File: src/rtl/uart_tx_buffered_if.sv
// Write-side bus of the buffered UART transmitter: one byte per strobed cycle
// arriving from the memory controller's UART store decode.
interface uart_tx_buffered_if;
  logic       uart_wr_i;
  logic [7:0] uart_dat_i;

  modport master (
    output uart_wr_i,
    output uart_dat_i
  );

  modport slave (
    input uart_wr_i,
    input uart_dat_i
  );
endinterface

File: src/rtl/uart_tx_buffered.sv
// Buffered 8N1 UART transmitter: byte stores are queued in a synchronous FIFO
// and serialised LSB-first on a registered, idle-high uart_tx line.
module uart_tx_buffered #(
  parameter int CLK_HZ     = 27000000,
  parameter int BAUD       = 115200,
  parameter int FIFO_DEPTH = 16
) (
  input  logic                          clk,
  input  logic                          reset,
  uart_tx_buffered_if.slave             wr_bus,
  output logic                          uart_tx,
  output logic                          tx_busy,
  output logic [$clog2(FIFO_DEPTH):0]   fifo_count,
  output logic                          fifo_full,
  output logic                          overflow
);

  localparam int CLKS_PER_BIT = CLK_HZ / BAUD;
  localparam int CNT_W        = (CLKS_PER_BIT > 1) ? $clog2(CLKS_PER_BIT) : 1;
  localparam int PTR_W        = $clog2(FIFO_DEPTH);

  localparam logic [CNT_W-1:0] BAUD_LAST  = CNT_W'(CLKS_PER_BIT - 1);
  localparam logic [PTR_W:0]   FULL_COUNT = (PTR_W + 1)'(FIFO_DEPTH);

  typedef enum logic [1:0] {
    IDLE,
    START,
    DATA,
    STOP
  } state_t;

  state_t           state, state_next;
  logic [CNT_W-1:0] baud_cnt, baud_next;
  logic [2:0]       bit_idx, bit_next;
  logic [7:0]       shifter, shift_next;
  logic             tx_reg, tx_next;

  logic [PTR_W-1:0] wr_ptr, rd_ptr;
  logic [PTR_W:0]   count_q, count_next;
  logic             overflow_q;
  logic [7:0]       mem [FIFO_DEPTH];

  logic             wr_accept;
  logic             wr_drop;
  logic             pop;
  logic             bit_done;

  assign fifo_count = count_q;
  assign fifo_full  = (count_q == FULL_COUNT);
  assign overflow   = overflow_q;
  assign uart_tx    = tx_reg;
  assign tx_busy    = (state != IDLE);

  // Full is judged on the registered count, so a same-cycle pop never rescues a write.
  always_comb begin
    wr_accept = wr_bus.uart_wr_i && !fifo_full;
    wr_drop   = wr_bus.uart_wr_i && fifo_full;
    pop       = (state == IDLE) && (count_q != '0);
    bit_done  = (baud_cnt == BAUD_LAST);
  end

  always_comb begin
    state_next = state;
    baud_next  = baud_cnt;
    bit_next   = bit_idx;
    shift_next = shifter;
    tx_next    = 1'b1;
    count_next = count_q;

    case (state)
      IDLE: begin
        baud_next = '0;
        if (pop) begin
          shift_next = mem[rd_ptr];
          state_next = START;
        end
      end
      START: begin
        if (bit_done) begin
          baud_next  = '0;
          bit_next   = 3'd0;
          state_next = DATA;
        end else begin
          baud_next = baud_cnt + 1'b1;
        end
      end
      DATA: begin
        if (bit_done) begin
          baud_next  = '0;
          shift_next = {1'b0, shifter[7:1]};
          bit_next   = bit_idx + 3'd1;
          if (bit_idx == 3'd7) begin
            state_next = STOP;
          end
        end else begin
          baud_next = baud_cnt + 1'b1;
        end
      end
      STOP: begin
        if (bit_done) begin
          baud_next  = '0;
          state_next = IDLE;
        end else begin
          baud_next = baud_cnt + 1'b1;
        end
      end
      default: begin
        baud_next  = '0;
        state_next = IDLE;
      end
    endcase

    // The line level is decided from the upcoming state so uart_tx stays a pure flop.
    case (state_next)
      START:   tx_next = 1'b0;
      DATA:    tx_next = shift_next[0];
      default: tx_next = 1'b1;
    endcase

    case ({wr_accept, pop})
      2'b10:   count_next = count_q + 1'b1;
      2'b01:   count_next = count_q - 1'b1;
      default: count_next = count_q;
    endcase
  end

  always_ff @(posedge clk) begin
    if (!reset) begin
      state      <= IDLE;
      baud_cnt   <= '0;
      bit_idx    <= 3'd0;
      shifter    <= 8'h00;
      tx_reg     <= 1'b1;
      wr_ptr     <= '0;
      rd_ptr     <= '0;
      count_q    <= '0;
      overflow_q <= 1'b0;
    end else begin
      state    <= state_next;
      baud_cnt <= baud_next;
      bit_idx  <= bit_next;
      shifter  <= shift_next;
      tx_reg   <= tx_next;
      count_q  <= count_next;
      if (wr_accept) begin
        wr_ptr <= wr_ptr + 1'b1;
      end
      if (pop) begin
        rd_ptr <= rd_ptr + 1'b1;
      end
      if (wr_drop) begin
        overflow_q <= 1'b1;
      end
    end
  end

  // Storage has no reset; a write arriving on a reset edge must not land in it.
  always_ff @(posedge clk) begin
    if (reset && wr_accept) begin
      mem[wr_ptr] <= wr_bus.uart_dat_i;
    end
  end

endmodule

File: src/flat_wrapper.sv
// flat-port wrapper written by rule: the top's interface ports become plain ports
module uart_tx_buffered_flat 
#(
  parameter int CLK_HZ     = 27000000,
  parameter int BAUD       = 115200,
  parameter int FIFO_DEPTH = 16
)
  (clk, reset, uart_tx, tx_busy, fifo_count, fifo_full, overflow, wr_bus_uart_wr_i, wr_bus_uart_dat_i);
  uart_tx_buffered_if wr_bus_i ();
  input  logic clk;
  input  logic reset;
  output logic uart_tx;
  output logic tx_busy;
  output logic [$clog2(FIFO_DEPTH):0] fifo_count;
  output logic fifo_full;
  output logic overflow;
  input wire logic [$bits(wr_bus_i.uart_wr_i)-1:0] wr_bus_uart_wr_i;
  input wire logic [$bits(wr_bus_i.uart_dat_i)-1:0] wr_bus_uart_dat_i;
  assign wr_bus_i.uart_wr_i = wr_bus_uart_wr_i;
  assign wr_bus_i.uart_dat_i = wr_bus_uart_dat_i;
  uart_tx_buffered #(.CLK_HZ(CLK_HZ), .BAUD(BAUD), .FIFO_DEPTH(FIFO_DEPTH)) u_core (.clk(clk), .reset(reset), .wr_bus(wr_bus_i), .uart_tx(uart_tx), .tx_busy(tx_busy), .fifo_count(fifo_count), .fifo_full(fifo_full), .overflow(overflow));
endmodule
File: config.mk
export PLATFORM = sky130hd
export DESIGN_NAME = uart_tx_buffered_flat
export DESIGN_NICKNAME = d
export VERILOG_FILES = /design/src/rtl/uart_tx_buffered_if.sv /design/src/rtl/uart_tx_buffered.sv /design/src/flat_wrapper.sv
export SDC_FILE = /design/constraint.sdc
export NUM_CORES = 1
export LEC_CHECK = 0
export CAP_MARGIN = 10
export CORE_AREA = 2 2 117 107
export DETAILED_ROUTE_END_ITERATION = 8
export DIE_AREA = 0 0 119 109
export GPL_TIMING_DRIVEN = 0
export PLACE_DENSITY = 0.8
export SLEW_MARGIN = 40
export SYNTH_ARGS = -nofsm -noshare
export SYNTH_HDL_FRONTEND = slang
export SYNTH_SLANG_ARGS = --single-unit
File: constraint.sdc
create_clock -name clk -period 4.1 [get_ports clk]
set_clock_uncertainty 0.05 [all_clocks]
set_input_delay 0.615 -clock clk [delete_from_list [all_inputs] [get_ports clk]]
set_output_delay 0.615 -clock clk [all_outputs]
set_load 0.03 [all_outputs]
Word level (Yosys, flattened, before mapping)
Memory sizes are Yosys's and may differ from the RTL's. A register that Yosys moved wholly into a read port is not among the register bits.
Cells that the tools add are included.
Word-level totals
  register bits after elaboration: 36
  RAM bits: 128
  word-level logic and storage cells: 64
  memories kept: 1
Memories
  u_core.mem: words 16, width 8, read ports 1, clocked after Yosys merged registers in 1, write ports 1, RTL line uart_tx_buffered.sv:41  | logic [7:0] mem [FIFO_DEPTH];
Operators by class
  add/sub/neg operators: 6
  equality and inequality tests: 13
  muxes and demuxes: 20
  reduce and logical (&&, ||, !) cells: 14
Operators with widths (number)
  8-bit one-hot mux with 2 select lines: 2
  8-bit two-way mux: 3
  2-bit two-way mux: 5
  5-bit one-hot mux with 2 select lines: 1
  4-bit by 1-bit adder with 4-bit output (second input constant): 2
  8-bit by 1-bit adder with 8-bit output (second input constant): 1
  2-bit equality test (second input constant): 4
  8-bit equality test (second input constant): 1
  4-bit two-way mux: 2
  2-bit one-hot mux with 4 select lines: 1
  2-bit nonzero test: 4
  2-bit by 1-bit equality test with 1-bit output (second input constant): 3
  3-bit two-way mux: 2
  2-bit by 1-bit inequality test with 1-bit output (second input constant): 3
  3-bit one-hot mux with 2 select lines: 1
  3-bit AND reduction: 2
  5-bit by 1-bit adder with 5-bit output (second input constant): 1
  5-bit equality test (second input constant): 1
  5-bit nonzero test: 1
  5-bit by 1-bit subtractor with 5-bit output (second input constant): 1
  1-bit logical AND: 4
  3-bit by 1-bit adder with 3-bit output (second input constant): 1
  3-bit equality test (second input constant): 1
  3-bit OR reduction: 1
  other kinds (4): 5

Depth between registers and ports, before layout
  word-level depth: 6
  gate-level depth with buffers: 12
  mapped depth without buffers: 11

Worst setup path after synthesis
OpenSTA, ideal clock, no wires.
  path type: reg-to-reg
  from: reg u_core.count_q[1], in the netlist u_core.fifo_count[1]
  to: reg u_core.count_q[4], in the netlist u_core.fifo_count[4]
  setup time: 0.071 ns
  arrival time: 3.117 ns
  required time: 3.979 ns
  setup slack: 0.862 ns
  stages on the path, launching flop included: 13
  buffers on the path: 2
  clock period less this slack: 3.238 ns
  cells stage by stage: dfxtp_1 buf_2 or4_1 o21a_1 buf_2 ha_1 xor2_1 ha_1 a211o_1 a21oi_1 a221oi_1 or3_1 a21oi_1
Between the ends
  elaborated cells on any way between the ends: 11
  those cells by class: add/sub: 2; eq/ne: 3; mux: 1; reduce/logical: 5
RTL lines
  start: declaration: RTL line uart_tx_buffered.sv:39  | logic [PTR_W:0] count_q, count_next;
  start signal: assignment: RTL line uart_tx_buffered.sv:144  | count_q <= count_next;
  5-bit nonzero test (*): RTL line uart_tx_buffered.sv:58  | pop = (state == IDLE) && (count_q != '0);
  1-bit logical AND (*): RTL line uart_tx_buffered.sv:58
  via u_core.pop: RTL line uart_tx_buffered.sv:45  | logic pop;
  2-bit by 1-bit equality test with 1-bit output or 2-bit equality test (tied branches): RTL line uart_tx_buffered.sv:120  | case ({wr_accept, pop})
  5-bit one-hot mux with 2 select lines or 2-bit nonzero test (tied branches)
Mark *: on every way through the listed nets, which the timed path passes. The rest lies on a longest branch.
A chain may end at the register's enable or synchronous reset.

Worst setup path in the final report
  from: reg u_core.count_q[2], in the netlist u_core.fifo_count[2]
  to: reg u_core.count_q[4], in the netlist u_core.fifo_count[4]
The elaborated chain is that of the path after synthesis.

==> results.toml <==
[cts]
root_buffer = "clkbuf_16"
clk_pin_slew_ps = 60
cts_buffers = 17
ctsResizeCount = 0
cts_htree_levels = 4
ctsHoldBuffers = 0
clockBufferDepth = 2
cts_sinks = 168
cts_setup_buffers = 0
clk_latency_ps = 430
cts_tree = "built"

[logic_synthesis]
synth-edff-count = 128
synth_compound_gate_area_share = 0.0499
synth_top_family_by_area = "multiplexers"
ys_seq_area_frac = 0.662
netlist_area_um2 = 7010
synth_fa_ha_area_frac = 0.0303
synth-main-ff-cell = "edfxtp_1"
synth_area_per_cell_um2 = 15.6
synth_xor_area_frac = 0.0175
ys_types = 56
synth_simple_gate_area_frac = 0.0828
async_flop_share = 0
yosys_register_bits = 168
syn_nets = 478
syn_inst = 450
yosys_warnings = 0
muxShareOfSynthArea = 0.131

[finish]
nFillCells = 758
final_cells = 660
nets = 516
antenna_cells = 0
area_delta_synth_final_pct = 14.7
drive_gt1_frac = 0.168

[placement]
finalWeightedCongestion = 0.797
placement.setup.worst_slack_ps = 393
port_buffers = 19
hpwl_um = 9400
dp.cells = 629

[setup_path]
worstSetupEndpointType = "register"
cp.arrival_ps = 3720
cpLargestDelayFamily = "simple AND/OR/NAND/NOR gates"
cp_slowest_cell = "or4_1"
critical_path.max_stage_delay_ps = 630
cp.depth = 12
r2r_cells = 12
worstReg2RegStart = "u_core.fifo_count[2]$_SDFFE_PN0P_"
crit_end = "u_core.fifo_count[4]$_SDFFE_PN0P_"
cp_num_buf_inv = 2
worstSetupPathType = "register to register"
ff2ff_setup_slack_ps = 680
cp-start-kind = "register"
startpoint = "u_core.fifo_count[2]$_SDFFE_PN0P_"
cp_cell_sequence = "clkbuf_1, or4_1, o21a_1, buf_2, ha_1, xor2_1, ha_1, a211o_1, a21oi_1, a221oi_1, or3_1, a21oi_1"
critPathMaxFanout = 11
r2r_end = "u_core.fifo_count[4]$_SDFFE_PN0P_"
cp.required_ps = 4400

[power]
pwr-share-seq = 0.404
finalPower_mw = 4.95
p_int_mw = 3.43
switchingPower_mw = 1.52
clock_power_share = 0.321
p_leak_nw = 2.64
power.density_nw_per_um2 = 616
combPwrFrac = 0.275
vdd_drop_max_mv = 0.364
p_sw_frac = 0.308

[route]
dr.first_iter.drc_count = 379
dr.pass1.iters = 5
viasPerCell = 6.18
vias = 4079
routed_wl_um = 14300
drc = 0
drtAntennaViolNets = 0
wl_per_cell_um = 21.6

[global_routing]
grt_pass1_vias = 4115
grt_use_total = 0.235
antenna_found_initial = 0
grt_pass1_wl_um = 22300
grt-ovfl-total = 0
grt_start_max_net_pins = 17

[sta]
relSlewSlack = 0.442
setup_viol = 0
hold_violations = 0
finalWorstSetupSlack_ps = 684
rsz0062_at_grt = "false"
whs_ps = 408
fin_crit_sh = 0.833
fin_crit_ps = 3420
timing.fmax_ghz = 0.293
tns_ps = 0
worst_pin_slew_ps = 834
slew_viol_final = 0

[hold_path]
hold_class = "register to register"
whs_path_depth = 2
worstHoldStart = "u_core.shifter[7]$_SDFFE_PN0P_"

[floorplan]
die_w_um = 119
die_y_um = 109
die_area_um2 = 13000
initial_utilization = 0.592
ios = 20
rows = 38
core-area_um2 = 11800

[run_status]
status = "finished, final reports clean"

[job]
cap_violations = 0
[cell families after synthesis]
kind of cell    count (synthesis)
simple gates                  118
mux                            45
flops                         168
fa+ha+maj                      17
compound gates                 49
buf+inv                        39
xor+xnor                       14
[state kept, by name, indices dropped and copies added (netlist names), named ones only]
name	cells
u_core.rd_ptr	4
u_core.mem	128
u_core.uart_tx	1
u_core.overflow	1
u_core.fifo_count	5
u_core.shifter	8
u_core.wr_ptr	4
u_core.state	2
u_core.bit_idx	3
u_core.baud_cnt	8
[power by group through the flow]
| stage | Sequential [mW] | Clock, mW | Combinational (mW) |
|---|---|---|---|
| floorplan | 2.07 | 0 | 0.941 |
| global placement | 2.03 | 0 | 1.29 |
| detailed placement | 2.04 | 0 | 1.35 |
| CTS | 2.00 | 1.60 | 1.37 |
| global route | 2.01 | 1.67 | 1.49 |
| finish | 2.00 | 1.59 | 1.36 |
[cell usage in the layout (no fill, tap or decap), drive strengths merged, types with 3 or more instances in the layout]
cell and instances:
a21boi 3, a21oi 8, a22oi 4, and2 3
buf 8, clkbuf 35, clkdlybuf4s50 19, dfxtp 40
edfxtp 128, ha 17, inv 21, mux2 3
mux2i 7, mux4 35, nand2 16, nand2b 3
nand3 10, nand4 17, nor2 43, nor3 10
o211ai 6, o21ai 8, or3 5, xnor2 4
xor2 10
[worst reg2reg max path: cells and delay by family (launching register included)]
kind	cells	cell delay, ps
and+or+nand+nor	2	960
xor gates and xnor gates	1	180
adders and majority gates	2	540
AOI/OAI and AO/OA	5	890
buffers and inverters	2	410
DFF	1	310
[how the worst min path moves through the flow]
stage                                                end  slack (ps)
after floorplan           u_core.shifter[7]$_SDFFE_PN0P_         380
after global placement    u_core.shifter[7]$_SDFFE_PN0P_         390
after detailed placement  u_core.shifter[7]$_SDFFE_PN0P_         400
after CTS                 u_core.shifter[7]$_SDFFE_PN0P_         410
after global routing      u_core.shifter[7]$_SDFFE_PN0P_         440
final                     u_core.shifter[7]$_SDFFE_PN0P_         410
[synth_stat cells (2+ instances only)]
cell type,instances,share of area
a21boi_0,2,0.0021
a21oi_1,8,0.0057
a22oi_1,4,0.0043
a31oi_1,2,0.0018
and2_1,3,0.0027
and3_1,2,0.0018
buf_2,4,0.0029
buf_6,2,0.0032
clkbuf_1,17,0.0091
dfxtp_1,40,0.11
edfxtp_1,128,0.55
ha_1,17,0.030
inv_1,13,0.0070
mux2_2,3,0.0048
mux2i_1,7,0.010
mux4_1,8,0.030
mux4_2,27,0.087
nand2_1,16,0.0086
nand2b_1,3,0.0027
nand3_1,10,0.0071
nand3b_1,2,0.0021
nand4_1,17,0.015
nor2_1,43,0.023
nor3_1,10,0.0071
o211ai_1,6,0.0064
o21a_1,2,0.0021
o21ai_0,7,0.0050
o2bb2ai_1,2,0.0025
o32ai_1,2,0.0025
or3_1,5,0.0045
xnor2_1,4,0.0050
xor2_1,10,0.012
[through the flow]
step	instance area, um2	utilization
final	8040	0.679
after global routing	8040	0.679
after CTS	8030	0.679
after detailed placement	7440	0.629
after global placement	7400	0.625
after floorplan	7010	-
[final cells by class]
type	instances	area (um2)	area share
buffer	25	129	0.0160
sequential	168	4640	0.577
multi-input combinational	243	2240	0.278
timing repair buffer	19	190	0.0236
inverter	14	52.6	0.00653
tap	160	200	0.0249
clock buffer	18	429	0.0534
clock inverter	13	159	0.0198
[per-layer routing]
| layer | GRT usage | share of wire | vias up |
|---|---|---|---|
| met3 | 0.0481 | 0.044 | 23 |
| met5 | 0 | 0 | - |
| met2 | 0.421 | 0.54 | 125 |
| met4 | 0.0910 | 0.016 | 0 |
| met1 | 0.284 | 0.40 | 2099 |
| li1 | - | - | 1832 |
Note: power is estimated with default switching activity, not from simulation.
